## config.mk

```make
export PLATFORM = sky130hd
export DESIGN_NAME = spi_responder
export DESIGN_NICKNAME = d
export VERILOG_FILES = /design/src/rtl/spi_resp_pkg.sv /design/src/rtl/spi_resp_sync.sv /design/src/rtl/spi_responder.sv
export SDC_FILE = /design/constraint.sdc
export NUM_CORES = 1
export LEC_CHECK = 0
export BUFFER_PORTS_ARGS = -buffer_cell sky130_fd_sc_hd__buf_2
export CORE_ASPECT_RATIO = 1.75
export CORE_UTILIZATION = 40
export CTS_BUF_LIST = sky130_fd_sc_hd__clkbuf_2 sky130_fd_sc_hd__clkbuf_4 sky130_fd_sc_hd__clkbuf_8
export CTS_CLUSTER_SIZE = 28
export DETAILED_ROUTE_END_ITERATION = 8
export GPL_TIMING_DRIVEN = 0
export PLACE_DENSITY = 0.59
export SYNTH_ARGS = -nofsm -noshare
export SYNTH_HDL_FRONTEND = slang
export SYNTH_HIERARCHICAL = 1
export SYNTH_SLANG_ARGS = --single-unit
```

## constraint.sdc

```tcl
create_clock -name clk -period 2.39 [get_ports clk]
set_input_delay 0.3585 -clock clk [delete_from_list [all_inputs] [get_ports clk]]
set_output_delay 0.3585 -clock clk [all_outputs]
set_load 0.005 [all_outputs]
```

## src/rtl/spi_resp_pkg.sv

```systemverilog
// Shared types and constants for the SPI mode-0 responder.
package spi_resp_pkg;

  typedef enum logic {
    IDLE   = 1'b0,
    ACTIVE = 1'b1
  } state_t;

  // Header layout: addr[15:8], addr[7:0], ctrl; ctrl[RWB_BIT]=1 means write
  localparam int unsigned HDR_LEN   = 3;
  localparam int unsigned RWB_BIT   = 2;
  localparam logic [7:0]  DUMMY_DEF = 8'h00;

endpackage

```

## src/rtl/spi_resp_sync.sv

```systemverilog
// Two-flop synchronizers for sclk/scsn/mosi plus edge pulses taken from the
// second stage against a third flop.
// Ports: clk, rst (async active-low); sclk/scsn/mosi raw SPI inputs;
//        mosi_s synchronized data; *_rise_c/*_fall_c single-cycle edge pulses.
module spi_resp_sync (
  input  logic clk,
  input  logic rst,
  input  logic sclk,
  input  logic scsn,
  input  logic mosi,
  output logic mosi_s,
  output logic sclk_rise_c,
  output logic sclk_fall_c,
  output logic scsn_fall_c,
  output logic scsn_rise_c
);

  logic [2:0] sclk_q;
  logic [2:0] scsn_q;
  logic [1:0] mosi_q;

  // Idle bus values on reset so release never looks like an edge
  always_ff @(posedge clk or negedge rst) begin
    if (!rst) begin
      sclk_q <= 3'b000;
      scsn_q <= 3'b111;
      mosi_q <= 2'b00;
    end else begin
      sclk_q <= {sclk_q[1:0], sclk};
      scsn_q <= {scsn_q[1:0], scsn};
      mosi_q <= {mosi_q[0], mosi};
    end
  end

  assign mosi_s      = mosi_q[1];
  assign sclk_rise_c =  sclk_q[1] & ~sclk_q[2];
  assign sclk_fall_c = ~sclk_q[1] &  sclk_q[2];
  assign scsn_fall_c = ~scsn_q[1] &  scsn_q[2];
  assign scsn_rise_c =  scsn_q[1] & ~scsn_q[2];

endmodule

```

## src/rtl/spi_responder.sv

```systemverilog
// SPI mode-0 slave: oversampled sclk/scsn/mosi, rx bytes pushed to an rx FIFO,
// tx bytes prefetched from a tx FIFO into a one-byte hold register.
// Ports: clk, rst (async active-low); sclk/scsn/mosi/miso SPI pins;
//        wdata/wr/full rx FIFO; rdata/rd/empty tx FIFO (rdata valid cycle after rd);
//        clr_err clears sticky ovf/unf; busy, frame_done, byte_cnt frame status;
//        hdr_addr/hdr_ctrl/hdr_valid header capture.
// Optional: define SPI_RESP_HDR_EN for W5500-style 3-byte header handling;
//           otherwise hdr_* are tied low and every byte is pushed/popped.
module spi_responder
  import spi_resp_pkg::*;
#(
  parameter int unsigned     DATA  = 8,
  parameter logic [DATA-1:0] DUMMY = DATA'(DUMMY_DEF),
  parameter int unsigned     CNT_W = 16
) (
  input  logic             clk,
  input  logic             rst,
  input  logic             sclk,
  input  logic             scsn,
  input  logic             mosi,
  output logic             miso,
  output logic [DATA-1:0]  wdata,
  output logic             wr,
  input  logic             full,
  input  logic [DATA-1:0]  rdata,
  output logic             rd,
  input  logic             empty,
  input  logic             clr_err,
  output logic             busy,
  output logic             frame_done,
  output logic [CNT_W-1:0] byte_cnt,
  output logic             ovf,
  output logic             unf,
  output logic [15:0]      hdr_addr,
  output logic [7:0]       hdr_ctrl,
  output logic             hdr_valid
);

  localparam int unsigned BIT_W = $clog2(DATA);

  state_t           state, state_d;
  logic             mosi_s, sclk_rise_c, sclk_fall_c, scsn_fall_c, scsn_rise_c;
  logic [BIT_W-1:0] bit_cnt, bit_cnt_d;
  logic [CNT_W-1:0] byte_cnt_d;
  logic [DATA-1:0]  rx_shift, rx_shift_d, tx_shift, tx_shift_d;
  logic [DATA-1:0]  hold, hold_d, wdata_d;
  logic             hold_valid, hold_valid_d, rd_pend;
  logic             rd_d, wr_d, miso_d, busy_d, frame_done_d, ovf_d, unf_d;
  logic             load_c, byte_done_c;
  logic             rx_en, tx_en;

  spi_resp_sync u_sync (
    .clk         (clk),
    .rst         (rst),
    .sclk        (sclk),
    .scsn        (scsn),
    .mosi        (mosi),
    .mosi_s      (mosi_s),
    .sclk_rise_c (sclk_rise_c),
    .sclk_fall_c (sclk_fall_c),
    .scsn_fall_c (scsn_fall_c),
    .scsn_rise_c (scsn_rise_c)
  );

`ifdef SPI_RESP_HDR_EN
  logic        rx_en_d, tx_en_d, hdr_valid_d;
  logic [1:0]  hdr_idx, hdr_idx_d;
  logic [15:0] hdr_buf, hdr_buf_d, hdr_addr_d;
  logic [7:0]  hdr_ctrl_d;
`else
  // Header disabled: data flows in both directions for every byte
  assign rx_en     = 1'b1;
  assign tx_en     = 1'b1;
  assign hdr_addr  = '0;
  assign hdr_ctrl  = '0;
  assign hdr_valid = 1'b0;
`endif

  // Next-state, datapath and registered-output computation
  always_comb begin
    state_d      = state;
    bit_cnt_d    = bit_cnt;
    byte_cnt_d   = byte_cnt;
    rx_shift_d   = rx_shift;
    tx_shift_d   = tx_shift;
    hold_d       = hold;
    hold_valid_d = hold_valid;
    wdata_d      = wdata;
    wr_d         = 1'b0;
    rd_d         = 1'b0;
    frame_done_d = 1'b0;
    ovf_d        = ovf & ~clr_err;
    unf_d        = unf & ~clr_err;
    load_c       = 1'b0;
    byte_done_c  = 1'b0;
`ifdef SPI_RESP_HDR_EN
    rx_en_d      = rx_en;
    tx_en_d      = tx_en;
    hdr_idx_d    = hdr_idx;
    hdr_buf_d    = hdr_buf;
    hdr_addr_d   = hdr_addr;
    hdr_ctrl_d   = hdr_ctrl;
    hdr_valid_d  = 1'b0;
`endif

    case (state)
      IDLE: begin
        bit_cnt_d = '0;
        if (scsn_fall_c) begin
          state_d    = ACTIVE;
          byte_cnt_d = '0;
          load_c     = 1'b1;
        end
      end
      ACTIVE: begin
        if (scsn_rise_c) begin
          // Partial rx byte and any loaded tx byte are dropped; hold survives
          state_d      = IDLE;
          frame_done_d = 1'b1;
          bit_cnt_d    = '0;
`ifdef SPI_RESP_HDR_EN
          rx_en_d      = 1'b0;
          tx_en_d      = 1'b0;
          hdr_idx_d    = '0;
`endif
        end else if (sclk_rise_c) begin
          rx_shift_d = {rx_shift[DATA-2:0], mosi_s};
          if (bit_cnt == BIT_W'(DATA - 1)) begin
            bit_cnt_d   = '0;
            byte_done_c = 1'b1;
          end else begin
            bit_cnt_d = bit_cnt + BIT_W'(1);
          end
        end else if (sclk_fall_c) begin
          if (bit_cnt == '0) load_c = 1'b1;
          else               tx_shift_d = {tx_shift[DATA-2:0], 1'b0};
        end
      end
      default: state_d = IDLE;
    endcase

    // Completed byte: count, then header capture or rx FIFO push
    if (byte_done_c) begin
      if (byte_cnt != '1) byte_cnt_d = byte_cnt + CNT_W'(1);
`ifdef SPI_RESP_HDR_EN
      if (hdr_idx != 2'(HDR_LEN)) begin
        hdr_idx_d = hdr_idx + 2'd1;
        hdr_buf_d = {hdr_buf[7:0], 8'(rx_shift_d)};
        if (hdr_idx == 2'(HDR_LEN - 1)) begin
          hdr_addr_d  = hdr_buf;
          hdr_ctrl_d  = 8'(rx_shift_d);
          hdr_valid_d = 1'b1;
          rx_en_d     = rx_shift_d[RWB_BIT];
          tx_en_d     = ~rx_shift_d[RWB_BIT];
        end
      end else
`endif
      if (rx_en) begin
        if (full) begin
          ovf_d = 1'b1;
        end else begin
          wr_d    = 1'b1;
          wdata_d = rx_shift_d;
        end
      end
    end

    // Byte-boundary tx load; DUMMY only flags underrun when tx is enabled
    if (load_c) begin
      if (tx_en && hold_valid) begin
        tx_shift_d   = hold;
        hold_valid_d = 1'b0;
      end else begin
        tx_shift_d = DUMMY;
        if (tx_en) unf_d = 1'b1;
      end
    end

    // Hold refill with at most one read in flight
    if (rd_pend) begin
      hold_d       = rdata;
      hold_valid_d = 1'b1;
    end else if (tx_en && !hold_valid && !rd && !empty) begin
      rd_d = 1'b1;
    end

    busy_d = (state_d == ACTIVE);
    miso_d = (state_d == ACTIVE) ? tx_shift_d[DATA-1] : 1'b0;
  end

  // State register
  always_ff @(posedge clk or negedge rst) begin
    if (!rst) state <= IDLE;
    else      state <= state_d;
  end

  // Datapath and output registers
  always_ff @(posedge clk or negedge rst) begin
    if (!rst) begin
      bit_cnt    <= '0;
      byte_cnt   <= '0;
      rx_shift   <= '0;
      tx_shift   <= '0;
      hold       <= '0;
      hold_valid <= 1'b0;
      rd_pend    <= 1'b0;
      wdata      <= '0;
      wr         <= 1'b0;
      rd         <= 1'b0;
      miso       <= 1'b0;
      busy       <= 1'b0;
      frame_done <= 1'b0;
      ovf        <= 1'b0;
      unf        <= 1'b0;
    end else begin
      bit_cnt    <= bit_cnt_d;
      byte_cnt   <= byte_cnt_d;
      rx_shift   <= rx_shift_d;
      tx_shift   <= tx_shift_d;
      hold       <= hold_d;
      hold_valid <= hold_valid_d;
      rd_pend    <= rd;
      wdata      <= wdata_d;
      wr         <= wr_d;
      rd         <= rd_d;
      miso       <= miso_d;
      busy       <= busy_d;
      frame_done <= frame_done_d;
      ovf        <= ovf_d;
      unf        <= unf_d;
    end
  end

`ifdef SPI_RESP_HDR_EN
  // Header capture registers
  always_ff @(posedge clk or negedge rst) begin
    if (!rst) begin
      rx_en     <= 1'b0;
      tx_en     <= 1'b0;
      hdr_idx   <= '0;
      hdr_buf   <= '0;
      hdr_addr  <= '0;
      hdr_ctrl  <= '0;
      hdr_valid <= 1'b0;
    end else begin
      rx_en     <= rx_en_d;
      tx_en     <= tx_en_d;
      hdr_idx   <= hdr_idx_d;
      hdr_buf   <= hdr_buf_d;
      hdr_addr  <= hdr_addr_d;
      hdr_ctrl  <= hdr_ctrl_d;
      hdr_valid <= hdr_valid_d;
    end
  end
`endif

endmodule

```

* Yosys cells after proc, flatten, opt, wreduce, memory -nomap -nowiden
Index checks and enable logic that the tools add are counted.
Storage, ports and cells: register bits after elaboration 68, input bits 16, output and inout bits 56, word-level logic and storage cells 94
Operators by class: $add $sub $neg 2, equality and inequality tests 6, multiplexer cells 43, bitwise operators 13, reductions and logical operators 11
Operators with widths (count):
- 2-to-1 mux 8 bit | 10
- 2-to-1 mux 16 bit | 4
- 2-to-1 mux 1 bit | 23
- adder 16 x 1 -> 16 bit, second input constant | 1
- inequality test 16 bit, second input constant | 1
- 2-to-1 mux 3 bit | 3
- NOT 1 bit | 7
- bitwise AND 1 bit | 6
- one-hot mux 3 bit (2 select lines) | 1
- nonzero test 2 bit | 3
- AND reduction 5 bit | 1
- inequality test 2 x 1 -> 1 bit, second input constant | 2
- one-hot mux 1 bit (2 select lines) | 2
- adder 3 x 1 -> 3 bit, second input constant | 1
- equality test 3 bit, second input constant | 1
- zero test 1 bit | 3
- zero test 3 bit | 1
- inequality test 3 x 1 -> 1 bit, second input constant | 1
- logical AND 1 bit | 2
- inequality test 2 bit, second input constant | 1
- AND reduction 2 bit | 1

* Longest topological paths before layout
word-level depth 8, mapped depth 8, gate-level depth less buffers 7

* Modules after synthesis
Netlist, hierarchy kept.
By module, submodules not included:
- spi_responder | instances 1, cells an instance 250, area each 2826.5 sq um, sequential area each 1501.4 sq um
- spi_resp_sync | instances 1, cells an instance 12, area each 239.0 sq um, sequential area each 203.9 sq um

* Least setup slack after synthesis
Ideal clock, no wire load.
kind reg2reg, start point register u_sync.scsn_q[2], end point register wdata[0], setup time 0.125 ns, arrival 1.892 ns, data required time 2.265 ns, slack 0.373 ns, stages on the path, launching flop included 7, buffers on the path 1, clock period less this slack 2.017 ns, cell sequence dfstp_2 -> and2b_2 -> nand2b_1 -> or2_2 -> clkbuf_1 -> mux2_2 -> mux2_2
Between the ends: elaborated cells between the ends (all ways) 7, classes of those cells 4 x mux; 2 x bitwise; 1 x reduce/logical
RTL lines:
- start, declared | RTL line spi_resp_sync.sv:19 | logic [2:0] scsn_q;
- start signal, assigned | RTL line spi_resp_sync.sv:30 | scsn_q <= {scsn_q[1:0], scsn};
- NOT 1 bit | RTL line spi_resp_sync.sv:39 | assign scsn_rise_c = scsn_q[1] & ~scsn_q[2];
- bitwise AND 1 bit | RTL line spi_resp_sync.sv:39
- via scsn_rise_c | RTL line spi_responder.sv:42 | logic mosi_s, sclk_rise_c, sclk_fall_c, scsn_fall_c, scsn_rise_c;
- 2-to-1 mux 8 bit | RTL line spi_responder.sv:116 | if (scsn_rise_c) begin
- 2-to-1 mux 8 bit | RTL line spi_responder.sv:106 | case (state)
- via rx_shift_d[0] | RTL line spi_responder.sv:45 | logic [DATA-1:0] rx_shift, rx_shift_d, tx_shift, tx_shift_d;
- end signal, assigned | RTL line spi_responder.sv:223 | wdata <= wdata_d;
- end, declared | RTL line spi_responder.sv:22 | output logic [DATA-1:0] wdata,
The timed path passes the listed nets, and every way through them passes these cells. A chain may end at the register's enable or synchronous reset.

* Final worst setup path
start point register u_sync.scsn_q[2], end point register wdata[2]
Between the ends: cells in the longest elaborated chain, start to end 5, elaborated cells between the ends (all ways) 7, classes of those cells 4 x mux; 2 x bitwise; 1 x reduce/logical
RTL lines (RTL line):
- NOT 1 bit * | spi_resp_sync.sv:39
- bitwise AND 1 bit * | spi_resp_sync.sv:39
- via scsn_rise_c | spi_responder.sv:42
- 2-to-1 mux 1 bit | spi_responder.sv:116
- 2-to-1 mux 1 bit | spi_responder.sv:106
- AND reduction 2 bit (no line)
The timed path passes the listed nets; every way through them passes the cells marked *.

==> key figures <==
Global route
  – Largest net degree at the start of global routing: 69
  – Initial antenna violation count: 0
  – Remaining global-route overflow: 0
  – GRT Resource Usage Total: 16.40%
  – Vias in the first global route: 2,111
  – First-pass GRT wire length: 9660 µm

Setup path
  – R2R Setup Slk: 0.20 ns
  – Cells along the critical path: and2b_2 > nand4b_1 > clkbuf_1 > nor2_2 > mux2_2
  – Setup crit start kind: register
  – CP Capture Type: register
  – CP max-delay cell: dfstp_2
  – Max stage delay on crit path: 0.52 ns
  – CP max FO: 10
  – CP delay by family, top: simple AND/OR/NAND/NOR gates
  – WP data arrival: 2.41 ns
  – Crit path required time: 2.62 ns
  – Setup CP Type: reg2reg
  – CP bufs+invs: 1

Finish
  – Most common cell after layout, fill and taps aside: dfrtp_1
  – Most frequent cells in the layout: 65 x dfrtp_1, 45 x buf_2, 26 x buf_4, 25 x conb_1, 24 x mux2_2
  – Fillers: 696
  – Nets: 363
  – Share of layout cells above drive strength 1: 36.89%
  – Number of diodes: 0
  – P&R area growth vs syn: 19.80%

Logic synthesis
  – Mapped Area: 3065 µm²
  – Post-synth EDFFs: 0
  – Post-synthesis sequential area ratio: 55.63%
  – Register bit count reported by yosys: 68
  – Synth Flop Type: dfrtp_1
  – Count of different cell masters after synthesis: 47
  – Syn Area/Cell: 11.70 µm²
  – Async SR Flop Fraction: 100.0%
  – Ys Warns: 6
  – Post-Syn Instances: 262

Place
  – Post-DP HPWL: 4227 µm
  – Buffers on Ports: 46
  – Place WS: 0.1916 ns
  – Routability cong.: 0.8415

Clock tree
  – CTS root buffer: clkbuf_8
  – Post-CTS setup repair buffer count: 0
  – Clock Sinks: 68
  – Worst skew pair latency: 0.34 ns
  – Cts repair resizes: 0
  – Clock buffer depth: 2
  – CTS tree: done
  – # hold bufs at CTS: 0
  – CTS buffer count: 9
  – Htree depth: 3
  – Clock Pin Slew Worst Setup and Hold Paths: 0.07 ns

Detailed routing
  – Via/cell ratio: 4.949
  – Detailed Route Iter0 Violations: 172
  – DRC Markers: 0
  – WL per Instance: 13.82 µm
  – TritonRoute pass-1 iters: 4
  – DRT Wirelength: 5985 µm
  – Antenna viol nets, final: 0
  – Total number of vias: 2,143

Power and ir drop
  – Pwr/cell area: 768.3 nW/µm²
  – Leakage power: 0.001909 µW
  – Peak supply drop: 379.5 µV

Timing
  – Fmax: 457.5 MHz
  – RSZ-0062 raised after global routing: no
  – Slew @ Worst Pin: 0.8484 ns
  – Fin crit share: 91.46%
  – Total negative setup slack: 0 ns
  – Fin. Hold Viols: 0
  – Setup Skew: 0.008847 ns
  – Slew headroom: 43.44%
  – Final setup viols: 0
  – Final setup margin: 0.2040 ns
  – Final-report max-slew violation count: 0
  – Crit path time final: 2.186 ns

Outcome
  – Run status: finished clean

Die
  – Core area: 7336 µm²
  – Chip height: 117.8 µm
  – Starting Density: 41.79%
  – IO Count: 72
  – Die X: 68.18 µm
  – Total Die Area: 8031 µm²
  – Row Count: 41

Flow run
  – Maximum Capacitance Violations: 0

Worst hold path
  – Min-Delay Path Class: in2async
[worst paths after layout]
check	startpoint	depth (start not counted)	to
max	u_sync/scsn_q[2]	5	wdata[2]
min	rst	1	byte_cnt[10]
max reg2reg	u_sync/scsn_q[2]	5	wdata[2]
min reg2reg	u_sync/mosi_q[0]	0	u_sync/mosi_q[1]
max in group asynchronous	rst	1	hold[2]
min in group clk	mosi	1	u_sync/mosi_q[0]
[synthesized netlist by cell type (4+ instances only)]
| master | number | area (µm²) |
|---|---|---|
| o21ai_1 | 9 | 45.04 |
| dfrtp_1 | 65 | 1627 |
| o21ai_0 | 10 | 50.05 |
| nand3_1 | 9 | 45.04 |
| and2b_2 | 4 | 35.03 |
| and3_1 | 6 | 37.54 |
| nor3_1 | 4 | 20.02 |
| nor2b_1 | 4 | 25.02 |
| ha_1 | 4 | 50.05 |
| a222oi_1 | 6 | 60.06 |
| buf_4 | 25 | 187.7 |
| mux2_2 | 24 | 270.3 |
| nor2_1 | 10 | 37.54 |
| nand2_1 | 14 | 52.55 |
| inv_1 | 13 | 48.80 |
| a21oi_1 | 6 | 30.03 |
[final cells by class]
cell class | count | area [µm²] | share of cell area, %
sequential | 68 | 1705 | 46.44
multi-input combinational | 174 | 1176 | 32.03
timing repair buffer | 46 | 232.7 | 6.337
buffer | 31 | 225.2 | 6.133
clock buffer | 13 | 166.4 | 4.532
tap | 86 | 107.6 | 2.930
inverter | 13 | 48.80 | 1.329
clock inverter | 2 | 10.01 | 0.2726
[logic make-up (layout without fill, tap and decap cells)]
group / after synthesis / after routing / share of synthesized area, %
other: 1 / 25 / 0.1223
adders and majority gates: 4 / 4 / 1.633
muxes: 26 / 26 / 9.469
xor gates and xnor gates: 3 / 3 / 0.8573
DFF: 68 / 68 / 55.63
and+or+nand+nor: 68 / 68 / 12.86
buffers and inverters: 44 / 105 / 8.939
AOI/OAI and AO/OA: 48 / 48 / 10.49
[metrics by stage]
step                cells  area (µm²)  utilization, %  hold slack [ns]  total power (µW)
CTS                   433        3672           50.06          0.09465              2870
floorplan             286        3156               -          0.06291              1837
global placement      418        3493           47.62           0.3349              1969
finish                433        3672           50.06           0.1180              2821
global route          433        3672           50.06          0.09709              2984
detailed placement    418        3496           47.65           0.3387              1989
[sequential cells by signal (all words and copies together) (netlist names), 2 cells and up]
| name | cells |
|---|---|
| bit_cnt | 3 |
| u_sync/mosi_q | 2 |
| wdata | 8 |
| u_sync/sclk_q | 3 |
| u_sync/scsn_q | 3 |
| tx_shift | 8 |
| byte_cnt | 16 |
| rx_shift | 8 |
| hold | 8 |
[where the power goes]
part	switching, µW	internal, µW
Combinational	188	249
Clock	417	448
Sequential	131	1390
Total	736	2090
[metal layers]
| metal | wire (µm) | vias up | global-route usage (%) |
|---|---|---|---|
| li1 | - | 1039 | - |
| met3 | 284 | 13 | 3.682 |
| met1 | 2449 | 1021 | 18.19 |
| met2 | 3077 | 70 | 26.96 |
| met5 | 0 | - | 0 |
| met4 | 174 | 0 | 10.29 |
Power figures use the tool's default switching activity.
